===== src/rtl/ctrl_defs.sv =====
// Shared constants and types for the multi-cycle control sequencer and the ALU.
package ctrl_defs;

   localparam int unsigned OP_SIZE = 4;
   localparam int unsigned STATE_W = 4;

   // Opcodes; the ALU-class opcodes double as ALU function select codes.
   localparam logic [OP_SIZE-1:0] OP_NOP  = 4'b0000;
   localparam logic [OP_SIZE-1:0] OP_LW   = 4'b0001;
   localparam logic [OP_SIZE-1:0] OP_LB   = 4'b0010;
   localparam logic [OP_SIZE-1:0] OP_SW   = 4'b0011;
   localparam logic [OP_SIZE-1:0] OP_SB   = 4'b0100;
   localparam logic [OP_SIZE-1:0] OP_AND  = 4'b0101;
   localparam logic [OP_SIZE-1:0] OP_OR   = 4'b0110;
   localparam logic [OP_SIZE-1:0] OP_ADD  = 4'b0111;
   localparam logic [OP_SIZE-1:0] OP_SUB  = 4'b1000;
   localparam logic [OP_SIZE-1:0] OP_SLT  = 4'b1001;
   localparam logic [OP_SIZE-1:0] OP_BEQ  = 4'b1010;
   localparam logic [OP_SIZE-1:0] OP_JUMP = 4'b1011;
   localparam logic [OP_SIZE-1:0] OP_ADDI = 4'b1100;

   // ALU operand B mux codes.
   localparam logic [1:0] SRC_B_REG = 2'b00;
   localparam logic [1:0] SRC_B_ONE = 2'b01;
   localparam logic [1:0] SRC_B_IMM = 2'b10;
   localparam logic [1:0] SRC_B_OFF = 2'b11;

   // PC source mux codes.
   localparam logic [1:0] PC_SRC_ALU    = 2'b00;
   localparam logic [1:0] PC_SRC_ALUOUT = 2'b01;
   localparam logic [1:0] PC_SRC_JUMP   = 2'b10;

   // Binary state encoding; codes 13-15 are unreachable.
   localparam logic [STATE_W-1:0] S_FETCH  = 4'd0;
   localparam logic [STATE_W-1:0] S_DECODE = 4'd1;
   localparam logic [STATE_W-1:0] S_EXEC_R = 4'd2;
   localparam logic [STATE_W-1:0] S_WB_R   = 4'd3;
   localparam logic [STATE_W-1:0] S_EXEC_I = 4'd4;
   localparam logic [STATE_W-1:0] S_WB_I   = 4'd5;
   localparam logic [STATE_W-1:0] S_ADDR   = 4'd6;
   localparam logic [STATE_W-1:0] S_MEM_RD = 4'd7;
   localparam logic [STATE_W-1:0] S_WB_MEM = 4'd8;
   localparam logic [STATE_W-1:0] S_MEM_WR = 4'd9;
   localparam logic [STATE_W-1:0] S_BRANCH = 4'd10;
   localparam logic [STATE_W-1:0] S_JMP    = 4'd11;
   localparam logic [STATE_W-1:0] S_TRAP   = 4'd12;

   // Instruction class produced by the opcode decoder.
   typedef struct packed {
      logic nop;
      logic mem;
      logic load;
      logic byte_acc;
      logic rtype;
      logic imm;
      logic branch;
      logic jump;
      logic illegal;
   } op_class_t;

   // Control bundle driven onto the datapath.
   typedef struct packed {
      logic [OP_SIZE-1:0] alu_sel;
      logic               alu_src_a;
      logic [1:0]         alu_src_b;
      logic               mem_read;
      logic               mem_write;
      logic               mem_byte;
      logic               iord;
      logic               ir_write;
      logic               pc_write;
      logic [1:0]         pc_src;
      logic               reg_write;
      logic               reg_dst;
      logic               mem_to_reg;
      logic               instr_done;
   } ctrl_t;

endpackage


===== src/rtl/mc_ctrl_decode.sv =====
// Combinational opcode to instruction-class decode.
module mc_ctrl_decode
   import ctrl_defs::*;
(
   input  logic [OP_SIZE-1:0] opcode,
   output op_class_t          cls
);

   // Classify opcode; anything unassigned is illegal.
   always_comb begin
      cls = '0;
      case (opcode)
         OP_NOP:  cls.nop = 1'b1;
         OP_LW:   begin cls.mem = 1'b1; cls.load = 1'b1; end
         OP_LB:   begin cls.mem = 1'b1; cls.load = 1'b1; cls.byte_acc = 1'b1; end
         OP_SW:   cls.mem = 1'b1;
         OP_SB:   begin cls.mem = 1'b1; cls.byte_acc = 1'b1; end
         OP_AND, OP_OR, OP_ADD, OP_SUB, OP_SLT: cls.rtype = 1'b1;
         OP_ADDI: cls.imm = 1'b1;
         OP_BEQ:  cls.branch = 1'b1;
         OP_JUMP: cls.jump = 1'b1;
         default: cls.illegal = 1'b1;
      endcase
   end

endmodule


===== src/rtl/mc_ctrl.sv =====
// Multi-cycle control sequencer for the 16-bit CPU datapath.
module mc_ctrl
   import ctrl_defs::*;
(
   input  logic               clk,
   input  logic               rst,
   input  logic [OP_SIZE-1:0] opcode,
   input  logic               alu_zero_flag,
   input  logic               mem_ready,
   output logic [OP_SIZE-1:0] alu_sel,
   output logic               alu_src_a,
   output logic [1:0]         alu_src_b,
   output logic               mem_read,
   output logic               mem_write,
   output logic               mem_byte,
   output logic               iord,
   output logic               ir_write,
   output logic               pc_write,
   output logic [1:0]         pc_src,
   output logic               reg_write,
   output logic               reg_dst,
   output logic               mem_to_reg,
   output logic               instr_done,
   output logic               illegal
);

   logic [STATE_W-1:0] state;
   logic [STATE_W-1:0] next_state;
   op_class_t          cls;
   ctrl_t              ctl;

   mc_ctrl_decode u_decode (
      .opcode (opcode),
      .cls    (cls)
   );

   // State register.
   always_ff @(posedge clk or posedge rst) begin
      if (rst) state <= S_FETCH;
      else     state <= next_state;
   end

   // Sticky illegal flag, raised as the FSM enters TRAP.
   always_ff @(posedge clk or posedge rst) begin
      if (rst)                      illegal <= 1'b0;
      else if (next_state == S_TRAP) illegal <= 1'b1;
   end

   // Next-state and control decode; reset forces the idle bundle combinationally.
   always_comb begin
      next_state  = state;
      ctl         = '0;
      ctl.alu_sel = OP_ADD;
      case (state)
         S_FETCH: begin
            ctl.mem_read  = 1'b1;
            ctl.alu_src_b = SRC_B_ONE;
            if (mem_ready) begin
               ctl.ir_write = 1'b1;
               ctl.pc_write = 1'b1;
               ctl.pc_src   = PC_SRC_ALU;
               next_state   = S_DECODE;
            end
         end
         S_DECODE: begin
            ctl.alu_src_b = SRC_B_OFF;
            if (cls.nop) begin
               ctl.instr_done = 1'b1;
               next_state     = S_FETCH;
            end
            else if (cls.mem)    next_state = S_ADDR;
            else if (cls.rtype)  next_state = S_EXEC_R;
            else if (cls.imm)    next_state = S_EXEC_I;
            else if (cls.branch) next_state = S_BRANCH;
            else if (cls.jump)   next_state = S_JMP;
            else                 next_state = S_TRAP;
         end
         S_EXEC_R: begin
            ctl.alu_src_a = 1'b1;
            ctl.alu_src_b = SRC_B_REG;
            ctl.alu_sel   = opcode;
            next_state    = S_WB_R;
         end
         S_WB_R: begin
            ctl.reg_write  = 1'b1;
            ctl.reg_dst    = 1'b1;
            ctl.instr_done = 1'b1;
            next_state     = S_FETCH;
         end
         S_EXEC_I: begin
            ctl.alu_src_a = 1'b1;
            ctl.alu_src_b = SRC_B_IMM;
            next_state    = S_WB_I;
         end
         S_WB_I: begin
            ctl.reg_write  = 1'b1;
            ctl.instr_done = 1'b1;
            next_state     = S_FETCH;
         end
         S_ADDR: begin
            ctl.alu_src_a = 1'b1;
            ctl.alu_src_b = SRC_B_IMM;
            next_state    = cls.load ? S_MEM_RD : S_MEM_WR;
         end
         S_MEM_RD: begin
            ctl.mem_read = 1'b1;
            ctl.iord     = 1'b1;
            ctl.mem_byte = cls.byte_acc;
            if (mem_ready) next_state = S_WB_MEM;
         end
         S_WB_MEM: begin
            ctl.reg_write  = 1'b1;
            ctl.mem_to_reg = 1'b1;
            ctl.instr_done = 1'b1;
            next_state     = S_FETCH;
         end
         S_MEM_WR: begin
            ctl.mem_write = 1'b1;
            ctl.iord      = 1'b1;
            ctl.mem_byte  = cls.byte_acc;
            if (mem_ready) begin
               ctl.instr_done = 1'b1;
               next_state     = S_FETCH;
            end
         end
         S_BRANCH: begin
            ctl.alu_src_a  = 1'b1;
            ctl.alu_src_b  = SRC_B_REG;
            ctl.alu_sel    = OP_SUB;
            ctl.pc_write   = alu_zero_flag;
            ctl.pc_src     = PC_SRC_ALUOUT;
            ctl.instr_done = 1'b1;
            next_state     = S_FETCH;
         end
         S_JMP: begin
            ctl.pc_write   = 1'b1;
            ctl.pc_src     = PC_SRC_JUMP;
            ctl.instr_done = 1'b1;
            next_state     = S_FETCH;
         end
         S_TRAP:  next_state = S_TRAP;
         default: next_state = S_TRAP;
      endcase
      if (rst) begin
         ctl         = '0;
         ctl.alu_sel = OP_ADD;
      end
   end

   assign alu_sel    = ctl.alu_sel;
   assign alu_src_a  = ctl.alu_src_a;
   assign alu_src_b  = ctl.alu_src_b;
   assign mem_read   = ctl.mem_read;
   assign mem_write  = ctl.mem_write;
   assign mem_byte   = ctl.mem_byte;
   assign iord       = ctl.iord;
   assign ir_write   = ctl.ir_write;
   assign pc_write   = ctl.pc_write;
   assign pc_src     = ctl.pc_src;
   assign reg_write  = ctl.reg_write;
   assign reg_dst    = ctl.reg_dst;
   assign mem_to_reg = ctl.mem_to_reg;
   assign instr_done = ctl.instr_done;

endmodule

===== config.mk =====
export PLATFORM = sky130hd
export DESIGN_NAME = mc_ctrl
export DESIGN_NICKNAME = d
export VERILOG_FILES = /design/src/rtl/ctrl_defs.sv /design/src/rtl/mc_ctrl_decode.sv /design/src/rtl/mc_ctrl.sv
export SDC_FILE = /design/constraint.sdc
export NUM_CORES = 1
export LEC_CHECK = 0
export ABC_AREA = 1
export BUFFER_PORTS_ARGS = -buffer_cell sky130_fd_sc_hd__clkbuf_2
export CAP_MARGIN = 20
export CORE_AREA = 4 4 41 43
export DETAILED_ROUTE_END_ITERATION = 6
export DIE_AREA = 0 0 45 47
export PLACE_DENSITY = 0.79
export SYNTH_ARGS = -nofsm -noshare
export SYNTH_HDL_FRONTEND = slang
export SYNTH_SLANG_ARGS = --single-unit

===== constraint.sdc =====
create_clock -name clk -period 2.6 [get_ports clk]
set_input_delay 0.52 -clock clk [delete_from_list [all_inputs] [get_ports clk]]
set_output_delay 0.52 -clock clk [all_outputs]
set_load 0.005 [all_outputs]

=== Yosys cells after proc, flatten, opt, wreduce, memory -nomap -nowiden ===
Cells that the tools add are included.

* Bits in registers: 5
* Output and inout bits: 20

* Equal/unequal tests: 24
* Mux-type cells: 35
* Reductions and logical operators: 12

{| class="wikitable"
|+ Operators by type and width
! cell !! count
|-
| $eq 4x4->1 const B || 10
|-
| $mux 4 || 10
|-
| $eq 4x3->1 const B || 8
|-
| $pmux 4 s8 || 1
|-
| $mux 19 || 1
|-
| $mux 1 || 17
|-
| $eq 4x2->1 const B || 4
|-
| $reduce_or 2->1 || 5
|-
| $reduce_or 5->1 || 2
|-
| $pmux 3 s3 || 1
|-
| $eq 4x1->1 const B || 2
|-
| $logic_not 4->1 || 2
|-
| $pmux 4 s2 || 1
|-
| $reduce_or 4->1 || 2
|-
| $pmux 2 s3 || 1
|-
| $mux 3 || 1
|-
| $pmux 1 s3 || 1
|-
| $reduce_or 3->1 || 1
|-
| $mux 2 || 1
|}

=== Logic depth before layout (Yosys ltp) ===
Gate-level depths: netlist of the first run.

* Word-level depth: 10
* Mapped depth: 10

=== By module ===
From an unflattened synthesis of the first run, not the netlist that was laid out.

* Cells, all modules: 136
* Area, all modules: 724.4 µm²

{| class="wikitable"
|+ Modules (own cells, without submodules)
! module !! times used !! cells each !! area each (µm²) !! sequential area each (µm²)
|-
| mc_ctrl || 1 || 108 || 603.1 || 125.1
|-
| mc_ctrl_decode || 1 || 28 || 121.4 || 0.0
|}

=== Least setup slack after synthesis of the first run ===
Ideal clock, no wire load.

* Kind: flip-flop to output port
* Start point: register state[3]
* End point: output port instr_done
* Arrival: 1.087 ns
* Data required time: 2.080 ns
* Slack: 0.993 ns
* Cell stages (with the launch flop): 6
* Buffers on the path: 0
* Cells stage by stage: dfrtp_1 nor2_1 inv_2 nor2_4 nand3_1 a31oi_1

* Cells in the longest elaborated chain, start to end: 4
* Elaborated cells on any way between the ends: 10
* Those cells by class: eq/ne (7); mux (2); reduce/logical (1)

{| class="wikitable"
|+ RTL lines
! item !! line !! source
|-
| start, declared || mc_ctrl.sv:27 || <nowiki>logic [STATE_W-1:0] state;</nowiki>
|-
| start signal, assigned || mc_ctrl.sv:40 || <nowiki>else state <= next_state;</nowiki>
|-
| $eq 4x4->1, or another cell as far along || mc_ctrl.sv:54 || <nowiki>case (state)</nowiki>
|-
| $reduce_or 5->1 (no line) || -- ||
|-
| $pmux 1 s3 * || mc_ctrl.sv:54 ||
|-
| $mux 19 * || mc_ctrl.sv:144 || <nowiki>if (rst) begin</nowiki>
|-
| end, declared || mc_ctrl.sv:23 || <nowiki>output logic instr_done,</nowiki>
|}

Every way passes the cells marked *; elsewhere a longest branch is shown, timed or not.

=== Final worst setup path of the first run ===
Ends and elaborated chain as after synthesis.

==> out/summary.log, run 1 <==
qor: detailed_routing.post-route-drc-count 0
qor: synth.synth-async-reset-ratio 1.000
qor: clocking.clock_latency 260 ps
qor: clocking.cts_setup_buffers 0
qor: power.post-layout-total-power 198.3 uW
qor: synth.post-synth-top-area-cell sky130_fd_sc_hd__dfrtp_1
qor: setup_path.worst-setup-path-type reg2out
qor: synth.synthesis.nets 127
qor: clocking.cts.clk_slew.worst_paths 50 ps
qor: synth.synth_sequential_area_ratio 0.2012
qor: clocking.cts-hold-fix-buffers 0
qor: sta.tightestPinTransition 309.0 ps
qor: synth.avgSynthCellArea 5.226 sq um
qor: global_route.grt_start_max_net_pins 15
qor: clocking.clock_root_buffer_master sky130_fd_sc_hd__clkbuf_4
qor: synth.synth_edf_count 0
qor: detailed_routing.drt_pass1_iterations 4
qor: sta.final-max-slew-violation-count 0
qor: detailed_routing.wl_per_cell 10.79 um
qor: floorplanning.floorplan.initialDensity 0.4779
qor: floorplanning.die_area 0.002115 sq mm
qor: floorplanning.die_x 45 um
qor: global_route.grt_use_total 0.1960
qor: final_layout.finish.instance_area 798.3 sq um
qor: detailed_routing.drt.antenna.violating_nets 0
qor: run_status.status finished, final reports clean
qor: global_route.wire_length_of_the_first_global_routing_pass 2980 um
qor: placed_design.gpl.final_weighted_congestion 0.9237
qor: synth.synth_ff_type sky130_fd_sc_hd__dfrtp_1
qor: floorplanning.fp.dieH 47 um
qor: clocking.cts_buffers 3
qor: sta.finalHoldViolations 0
qor: final_layout.finalNonFillerCells 164
qor: floorplanning.rows 13
qor: placed_design.post-dp-hpwl 1460 um
qor: final_layout.post_route_cells_drive_above_1_share 0.2617
qor: placed_design.placedInstanceArea 772.0 sq um
qor: placed_design.portBuffers 27
qor: flow_run.max_cap_viol_count 0
qor: sta.worst_clock_skew 2.665 ps
qor: setup_path.crit_arrival 1620 ps
qor: clocking.cts_htree_levels 1
qor: sta.grt_setup_unrepaired false
qor: final_layout.area.growth.synth_to_final 28.37%
qor: global_route.grt_pass1_vias 785
qor: power.power.static_leakage 0.4657 nW
qor: global_route.gr-total-overflow 0
qor: setup_path.worst_setup_path_start_kind flip-flop
qor: synth.syn_area 621.8 sq um
qor: clocking.clock_sink_count 5
qor: floorplanning.core_region_area 0.001301 sq mm
qor: placed_design.placed_cells_incl_taps 160
qor: sta.layout_worst_path_cycle_share 0.8216
qor: clocking.cts_tree yes
qor: synth.leading_post_synthesis_cells_by_instance_count sky130_fd_sc_hd__nand2_1 (33), sky130_fd_sc_hd__nor2_1 (23), sky130_fd_sc_hd__inv_1 (20)
qor: sta.final_critical_path_setup_slack 463.8 ps
qor: detailed_routing.dr_total_vias 830
qor: sta.timing.max_slew.rel_slack 0.7933
qor: final_layout.num-fill-cells 146
qor: final_layout.final_nets 158
qor: power.power.density_cell_area 248.4 mW/mm^2
qor: floorplanning.io_pins 28
qor: detailed_routing.vias_per_cell 5.061
qor: sta.endpoints_failing_setup 0
qor: power.worst_vdd_ir 232.1 uV
qor: sta.timing.final.crit_period 2136 ps
qor: synth.post_synth_main_area_contributors sky130_fd_sc_hd__dfrtp_1 (20%), sky130_fd_sc_hd__nand2_1 (20%), sky130_fd_sc_hd__nor2_1 (14%)
qor: synth.synth_most_common_cell sky130_fd_sc_hd__nand2_1
qor: detailed_routing.wl 1770 um
qor: synth.yosysUniqueCellTypes 18
qor: sta.tns 0 ps
qor: synth.synthesis.instances 119
qor: clocking.clockBufferDepth 2
qor: synth.synthDominantCellAreaShare 0.2012
qor: sta.max_freq 468.1 MHz
qor: min_path.hold_class in2async
qor: detailed_routing.detail_route.iter0.violations 18
qor: clocking.cts_resized 0
qor: setup_path.end_kind output pin
qor: final_layout.diodes_inserted 0
qor: placed_design.pre_cts_slack 668.8 ps
qor: global_route.antenna_found_initial 0
qor: setup_path.critical_path.max_fanout 5
qor: final_layout.post_layout_util 0.6135
qor: setup_path.critPathRequiredTime 2080 ps
qor: synth.synthesis.yosys.warnings 0
qor: sta.hold_ws 321.8 ps
qor: synth.synth_seq_cells 5
[report_power, final]
part	total (mW)	internal [mW]	switching, mW	leakage, nW
combinational	0.0237	0.00732	0.0164	0.397
sequential	0.0781	0.0781	0	0.0542
clock	0.0965	0.0584	0.0381	0.0150
[registers in the layout, summed over array words and instances, names as in the netlist]
register  count
state         4
illegal       1
[worst paths after layout]
kind	to	start	slack, ps	cells after the start
max in group asynchronous	illegal	rst	2090	2
max reg2reg	illegal	state[3]	1150	8
min in group clk	illegal	illegal	470	2
min	state[0]	rst	320	2
max	instr_done	state[3]	460	6
min reg2reg	illegal	illegal	470	2
[layer usage]
layer / global-route usage / share of wire
met1: 0.2212 / 0.41
met3: 0.04981 / 0.082
met2: 0.3192 / 0.47
met4: 0.1462 / 0.036
met5: 0 / 0
[placed cells by master (no fill, tap or decap), drive strengths merged]
master,n
nor2,26
inv,23
a21oi,4
nand3,7
o21ai,9
nor3,3
nand2,35
o2111ai,1
dfrtp,5
nand4,1
a31oi,4
clkbuf,31
[cell type report]
cell class / instances / area [sq um] / area share
Multi-Input combinational cell: 90 / 406.6 / 0.5094
Sequential cell: 5 / 125.1 / 0.1567
Tap cell: 15 / 18.77 / 0.02351
Clock buffer: 4 / 26.28 / 0.03292
Inverter: 23 / 86.33 / 0.1082
Timing Repair Buffer: 27 / 135.1 / 0.1693
[logic make-up (layout without fill, tap and decap cells)]
logic type / count (synthesis) / in the layout / synth area share
buf+inv: 24 / 54 / 0.1449
compound gates: 18 / 18 / 0.1589
flops: 5 / 5 / 0.2012
simple gates: 72 / 72 / 0.4950
[critical path, cell delays in order, from the launching register on]
cell                       delay, ps
sky130_fd_sc_hd__dfrtp_1         420
sky130_fd_sc_hd__nor2_1          290
sky130_fd_sc_hd__inv_2           100
sky130_fd_sc_hd__nor2_4          150
sky130_fd_sc_hd__nand3_1         100
sky130_fd_sc_hd__a31oi_1         160
sky130_fd_sc_hd__clkbuf_2        130
Note: power is estimated with default switching activity, not from simulation.
==> run 2: changes to the inputs <==
--- a/config.mk
+++ b/config.mk
@@ -5,13 +5,13 @@
 export SDC_FILE = /design/constraint.sdc
 export NUM_CORES = 1
 export LEC_CHECK = 0
-export ABC_AREA = 1
+export ABC_AREA = 0
 export BUFFER_PORTS_ARGS = -buffer_cell sky130_fd_sc_hd__clkbuf_2
 export CAP_MARGIN = 20
-export CORE_AREA = 4 4 41 43
+export CORE_MARGIN = 4
+export CORE_UTILIZATION = 42
 export DETAILED_ROUTE_END_ITERATION = 6
-export DIE_AREA = 0 0 45 47
-export PLACE_DENSITY = 0.79
+export PLACE_DENSITY = 0.74
 export SYNTH_ARGS = -nofsm -noshare
 export SYNTH_HDL_FRONTEND = slang
 export SYNTH_SLANG_ARGS = --single-unit
==> constraint.sdc (replaced) <==
create_clock -name clk -period 1.95 [get_ports clk]
set_input_delay 0.39 -clock clk [delete_from_list [all_inputs] [get_ports clk]]
set_output_delay 0.39 -clock clk [all_outputs]
set_load 0.005 [all_outputs]
==> out/summary.log, run 2 <==
qor: synth.synth_ff_type sky130_fd_sc_hd__dfrtp_1
qor: sta.grt_setup_unrepaired true
qor: setup_path.crit_arrival 1540 ps
qor: sta.max_freq 516.9 MHz
qor: detailed_routing.post-route-drc-count 0
qor: synth.synth_edf_count 0
qor: final_layout.post_layout_util 0.6282
qor: detailed_routing.dr_total_vias 863
qor: placed_design.portBuffers 27
qor: power.power.density_cell_area 1195 mW/mm^2
qor: floorplanning.die_area 0.002382 sq mm
qor: setup_path.crit_chain buf_6, or3_1, a211oi_1, buf_2
qor: flow_run.max_cap_viol_count 0
qor: detailed_routing.drt.antenna.violating_nets 0
qor: sta.finalHoldViolations 0
qor: synth.post-synth-top-area-cell sky130_fd_sc_hd__dfrtp_1
qor: final_layout.layout.cells.most_common_list sky130_fd_sc_hd__clkbuf_2 (26), sky130_fd_sc_hd__buf_4 (11), sky130_fd_sc_hd__nor2_1 (9), sky130_fd_sc_hd__inv_1 (6), sky130_fd_sc_hd__o21ai_0 (6)
qor: synth.synth_seq_cells 5
qor: global_route.antenna_found_initial 0
qor: power.power.combinational.fraction 0.701
qor: setup_path.critPathMaxStageDelay 400 ps
qor: synth.synthDominantCellAreaShare 0.1789
qor: setup_path.worstReg2RegStart state[2]
qor: floorplanning.fp.dieH 48.81 um
qor: power.cell_internal_pwr 603.6 uW
qor: floorplanning.io_pins 28
qor: global_route.grt_start_max_net_pins 21
qor: setup_path.crit_slowest_cell sky130_fd_sc_hd__dfrtp_1
qor: sta.timing.final.crit_period 1935 ps
qor: power.seq_power_share 0.198
qor: synth.post_synth_main_area_contributors sky130_fd_sc_hd__dfrtp_1 (18%), sky130_fd_sc_hd__o21ai_0 (5.7%), sky130_fd_sc_hd__nor2_1 (5.4%)
qor: floorplanning.core_region_area 0.001541 sq mm
qor: synth.synth_most_common_cell sky130_fd_sc_hd__nor2_1
qor: power.pwr-share-clk 0.102
qor: detailed_routing.detail_route.iter0.violations 17
qor: final_layout.layout_top_registers state x4, illegal x1
qor: final_layout.largest-register state
qor: global_route.gr-total-overflow 0
qor: setup_path.worst_setup_path_start_kind flip-flop
qor: synth.synthesis.nets 111
qor: floorplanning.floorplan.initialDensity 0.4537
qor: setup_path.critical_path.top_delay_family flip-flops
qor: setup_path.end_kind output pin
qor: floorplanning.die_x 48.81 um
qor: power.net-switching-power 554.1 uW
qor: clocking.cts_htree_levels 1
qor: sta.final-max-slew-violation-count 0
qor: setup_path.timing.critical_path.to mem_read
qor: clocking.cts_buffers 3
qor: sta.worst_clock_skew 6.482 ps
qor: power.power.static_leakage 0.4391 nW
qor: clocking.clock_sink_count 5
qor: sta.timing.max_slew.rel_slack 0.7363
qor: placed_design.gpl.final_weighted_congestion 0.8313
qor: detailed_routing.wl 2019 um
qor: synth.avgSynthCellArea 6.790 sq um
qor: sta.tightestPinTransition 394.5 ps
qor: global_route.grt_use_total 0.1710
qor: setup_path.worst-setup-path-type reg2out
qor: setup_path.timing.critical_path.buf_inv 2
qor: detailed_routing.vias_per_cell 5.753
qor: synth.synthesis.instances 103
qor: global_route.wire_length_of_the_first_global_routing_pass 3443 um
qor: global_route.grt_pass1_vias 775
qor: final_layout.largest_register_ffs 4
qor: final_layout.num-fill-cells 144
qor: floorplanning.rows 14
qor: final_layout.post_route_cells_drive_above_1_share 0.4030
qor: setup_path.critical_path.max_fanout 18
qor: clocking.cts.clk_slew.worst_paths 50 ps
qor: final_layout.diodes_inserted 0
qor: clocking.clockBufferDepth 2
qor: sta.layout_worst_path_cycle_share 0.9921
qor: synth.synth-async-reset-ratio 1.000
qor: power.worst_vdd_ir 484.1 uV
qor: final_layout.ff_latch_area 127.6 sq um
qor: sta.tns 0 ps
qor: setup_path.r2r_end illegal
qor: final_layout.area_used_by_multi_input_combinational_logic 531.8 sq um
qor: setup_path.critPathRequiredTime 1560 ps
qor: power.power_switching_share 0.4786
qor: synth.synth_sequential_area_ratio 0.1789
qor: sta.hold_ws 363.2 ps
qor: clocking.cts_tree yes
qor: detailed_routing.wl_per_cell 13.46 um
qor: clocking.clock_root_buffer_master sky130_fd_sc_hd__clkbuf_4
qor: setup_path.wp_depth 4
qor: synth.synthesis.yosys.warnings 0
qor: setup_path.rrSetupSlack 350 ps
qor: placed_design.post-dp-hpwl 1401 um
qor: final_layout.layout.cells.most_common sky130_fd_sc_hd__clkbuf_2
qor: synth.leading_post_synthesis_cells_by_instance_count sky130_fd_sc_hd__nor2_1 (10), sky130_fd_sc_hd__clkbuf_1 (8), sky130_fd_sc_hd__o21ai_0 (8)
qor: detailed_routing.drt_pass1_iterations 4
qor: setup_path.worstRegToRegCells 6
qor: setup_path.critical_path.startpoint state[1]
qor: sta.endpoints_failing_setup 0
qor: synth.yosysUniqueCellTypes 35
qor: run_status.status finished, final reports clean
qor: final_layout.final_nets 143
qor: min_path.hold_class in2async
qor: final_layout.area.growth.synth_to_final 38.46%
qor: synth.syn_area 699.4 sq um
qor: clocking.clock_latency 240 ps
[run 2: layout make-up]
| class | count | share of cell area |
|---|---|---|
| timing repair buffer | 40 | 0.2481 |
| multi-input combinational | 79 | 0.5491 |
| inverter | 6 | 0.02326 |
| clock buffer | 4 | 0.02713 |
| tap | 16 | 0.02067 |
| sequential | 5 | 0.1318 |
[run 2: cell families after synthesis]
logic type	share of synthesized area
buffers and inverters	0.1109
AND/OR/NAND/NOR	0.4276
flip-flops	0.1789
XOR/XNOR	0.05008
AO/OA/AOI/OAI	0.2326
[run 2: how the worst min path moves through the flow]
stage,start,to,slack [ps],cells past startpoint
2_1_floorplan,rst,illegal,390,2
3_3_place_gp,illegal,illegal,440,1
3_5_place_dp,illegal,illegal,450,1
4_1_cts,rst,state[0],310,3
5_1_grt,rst,state[0],400,3
6_report,rst,state[0],360,3
[run 2: power by group through the flow]
stage               combinational, mW  clock [mW]  sequential (mW)
floorplan                       0.548           0            0.178
global route                    0.905       0.134            0.239
detailed placement              0.700           0            0.233
CTS                             0.727       0.120            0.234
finish                          0.811       0.118            0.229
global placement                0.688           0            0.229
[run 2: per-stage QoR]
stage	cell area, sq um	power, mW	worst slack (ps)	instances
after floorplan	699.4	0.7264	135.5	103
after global placement	867.1	0.9169	37.97	142
after detailed placement	867.1	0.9327	34.43	142
after CTS	912.1	1.081	2.345	147
after global routing	968.4	1.279	-65.85	150
final	968.4	1.158	15.38	150
[run 2: repair_timing]
item / CTS / global route
gates cloned: 0 / 0
gates resized for setup: 4 / 11
hold endpoints to repair: 0 / 0
setup buffers: 1 / 3
pin swaps: 0 / 1
hold buffers: 0 / 0
endpoints found under the setup margin: 8 / 12
[run 2: tightest hold or removal path: stages]
cell and delay [ps]:
sky130_fd_sc_hd__clkbuf_2 170, sky130_fd_sc_hd__inv_1 190, sky130_fd_sc_hd__buf_4 170
[run 2: per-layer routing]
layer | part of all wire | track usage | vias up
met3 | 0.066 | 0.03058 | 0
met4 | 0 | 0.04036 | 0
met2 | 0.52 | 0.2870 | 33
met5 | 0 | 0 | -
li1 | - | - | 426
met1 | 0.42 | 0.2251 | 404
==> run 3: changes to the inputs <==
--- a/config.mk
+++ b/config.mk
@@ -6,12 +6,11 @@
 export NUM_CORES = 1
 export LEC_CHECK = 0
 export ABC_AREA = 0
-export BUFFER_PORTS_ARGS = -buffer_cell sky130_fd_sc_hd__clkbuf_2
 export CAP_MARGIN = 20
 export CORE_MARGIN = 4
-export CORE_UTILIZATION = 42
+export CORE_UTILIZATION = 36
 export DETAILED_ROUTE_END_ITERATION = 6
-export PLACE_DENSITY = 0.74
+export DONT_BUFFER_PORTS = 1
 export SYNTH_ARGS = -nofsm -noshare
 export SYNTH_HDL_FRONTEND = slang
 export SYNTH_SLANG_ARGS = --single-unit
==> out/summary.log, run 3 (synthesis gave the netlist of run 2 again) <==
qor: clocking.cts_setup_buffers 0
qor: global_route.grt_pass1_vias 707
qor: detailed_routing.post-route-drc-count 0
qor: final_layout.finalNonFillerCells 126
qor: placed_design.gpl.final_weighted_congestion 0.7850
qor: sta.max_freq 538.0 MHz
qor: sta.worst_clock_skew 2.324 ps
qor: power.post-layout-total-power 995.3 uW
qor: floorplanning.io_pins 28
qor: sta.endpoints_failing_setup 0
qor: placed_design.portBuffers 0
qor: setup_path.crit_chain buf_4, or3_1, a211oi_2
qor: detailed_routing.wl 1815 um
qor: final_layout.final_nets 110
qor: min_path.hold_class in2async
qor: power.power.static_leakage 0.2872 nW
qor: setup_path.worst_setup_path_start_kind flip-flop
qor: sta.layout_worst_path_cycle_share 0.9531
qor: clocking.clockBufferDepth 2
qor: sta.timing.final.crit_period 1859 ps
qor: power.worst_vdd_ir 413.9 uV
qor: clocking.cts_tree yes
qor: final_layout.area.growth.synth_to_final 10.02%
qor: placed_design.post-dp-hpwl 1334 um
qor: sta.tns 0 ps
qor: placed_design.placed_cells_incl_taps 122
qor: detailed_routing.detail_route.iter0.violations 12
qor: run_status.status finished, final reports clean
qor: final_layout.layout.cells.most_common_list sky130_fd_sc_hd__nor2_1 (9), sky130_fd_sc_hd__o21ai_0 (8), sky130_fd_sc_hd__buf_4 (7), sky130_fd_sc_hd__nand2_1 (6), sky130_fd_sc_hd__inv_1 (6)
qor: floorplanning.die_x 52.08 um
qor: power.power.density_cell_area 1293 mW/mm^2
qor: final_layout.post_route_cells_drive_above_1_share 0.1980
qor: setup_path.r2r_end illegal
qor: final_layout.layout.cells.most_common sky130_fd_sc_hd__nor2_1
qor: global_route.wire_length_of_the_first_global_routing_pass 3056 um
qor: detailed_routing.dr_total_vias 725
qor: setup_path.crit_arrival 1470 ps
qor: setup_path.critPathMaxStageDelay 380 ps
qor: global_route.grt_start_max_net_pins 21
qor: sta.timing.max_slew.rel_slack 0.6255
qor: setup_path.end_kind output pin
qor: floorplanning.fp.dieH 52.08 um
qor: sta.final-max-slew-violation-count 0
qor: sta.grt_setup_unrepaired false
qor: detailed_routing.vias_per_cell 5.754
qor: clocking.cts_buffers 3
qor: flow_run.max_cap_viol_count 0
qor: global_route.grt_use_total 0.1470
qor: setup_path.rrSetupSlack 350 ps
qor: clocking.cts-hold-fix-buffers 0
qor: detailed_routing.drt_pass1_iterations 4
qor: floorplanning.floorplan.initialDensity 0.3923
qor: clocking.clock_sink_count 5
qor: setup_path.worstRegToRegCells 5
qor: setup_path.worst-setup-path-type reg2out
qor: final_layout.largest-register state
qor: final_layout.largest_register_ffs 4
qor: setup_path.crit_slowest_cell sky130_fd_sc_hd__dfrtp_1
qor: setup_path.timing.critical_path.buf_inv 1
qor: clocking.clock_root_buffer_master sky130_fd_sc_hd__clkbuf_4
qor: setup_path.worstReg2RegStart state[2]
qor: detailed_routing.wl_per_cell 14.40 um
qor: global_route.gr-total-overflow 0
qor: setup_path.critPathRequiredTime 1560 ps
qor: setup_path.critical_path.max_fanout 20
qor: floorplanning.core_region_area 0.001783 sq mm
qor: clocking.cts_htree_levels 1
qor: sta.tightestPinTransition 547.6 ps
qor: detailed_routing.drt.antenna.violating_nets 0
qor: sta.finalHoldViolations 0
qor: global_route.antenna_found_initial 0
qor: setup_path.critical_path.top_delay_family flip-flops
qor: floorplanning.die_area 0.002712 sq mm
qor: clocking.cts.clk_slew.worst_paths 40 ps
qor: final_layout.layout_top_registers state x4, illegal x1
qor: final_layout.diodes_inserted 0
qor: floorplanning.rows 15
qor: clocking.clock_latency 240 ps
==> run 3: layout make-up <==
class / instances / area [sq um]
clock buffer: 4 / 26.28
fill: 187 / 1013
inverter: 6 / 22.52
multi-input combinational: 79 / 509.2
sequential: 5 / 127.6
tap: 25 / 31.28
timing repair buffer: 7 / 52.55
==> run 3: where the power goes <==
| part | internal [mW] | switching (mW) |
|---|---|---|
| Combinational | 0.275 | 0.361 |
| Clock | 0.0771 | 0.0390 |
| Sequential | 0.154 | 0.0896 |
| Total | 0.506 | 0.489 |
==> run 3: per-stage QoR <==
stage                     area [sq um]  hold WS (ps)    util  setup WS (ps)
after floorplan                  699.4         387.7       -          135.5
after global placement           728.2         269.7  0.4084          192.7
after detailed placement         728.2         268.7  0.4084          193.2
after CTS                        759.5         14.20  0.4260          14.65
after global routing             769.5         23.54  0.4316          7.057
final                            769.5         17.20  0.4316          91.41
==> run 3: worst max path at each step <==
stage / start / to / slack [ps] / cells after the start
6_report: state[1] / mem_read / 90 / 3
5_1_grt: state[1] / alu_src_a / 7 / 3
4_1_cts: state[2] / mem_byte / 10 / 4
3_5_place_dp: opcode[0] / instr_done / 190 / 4
3_3_place_gp: opcode[0] / instr_done / 190 / 4
2_1_floorplan: opcode[1] / instr_done / 140 / 5
==> run 3: routing by layer <==
layer	vias to the layer above	part of all wire	wire length (um)	global-route usage
met4	0	0	0	0.06550
met5	-	0	0	0
li1	361	-	-	-
met3	0	0.052	94	0.02006
met1	341	0.46	842	0.1667
met2	23	0.48	877	0.2678
==> run 3: timing repair <==
| item | 4_1_cts | 5_1_grt |
|---|---|---|
| gates resized for setup | 1 | 4 |
| endpoints found under the setup margin | 4 | 13 |
| pin swaps | 0 | 0 |
| cloned | 0 | 0 |
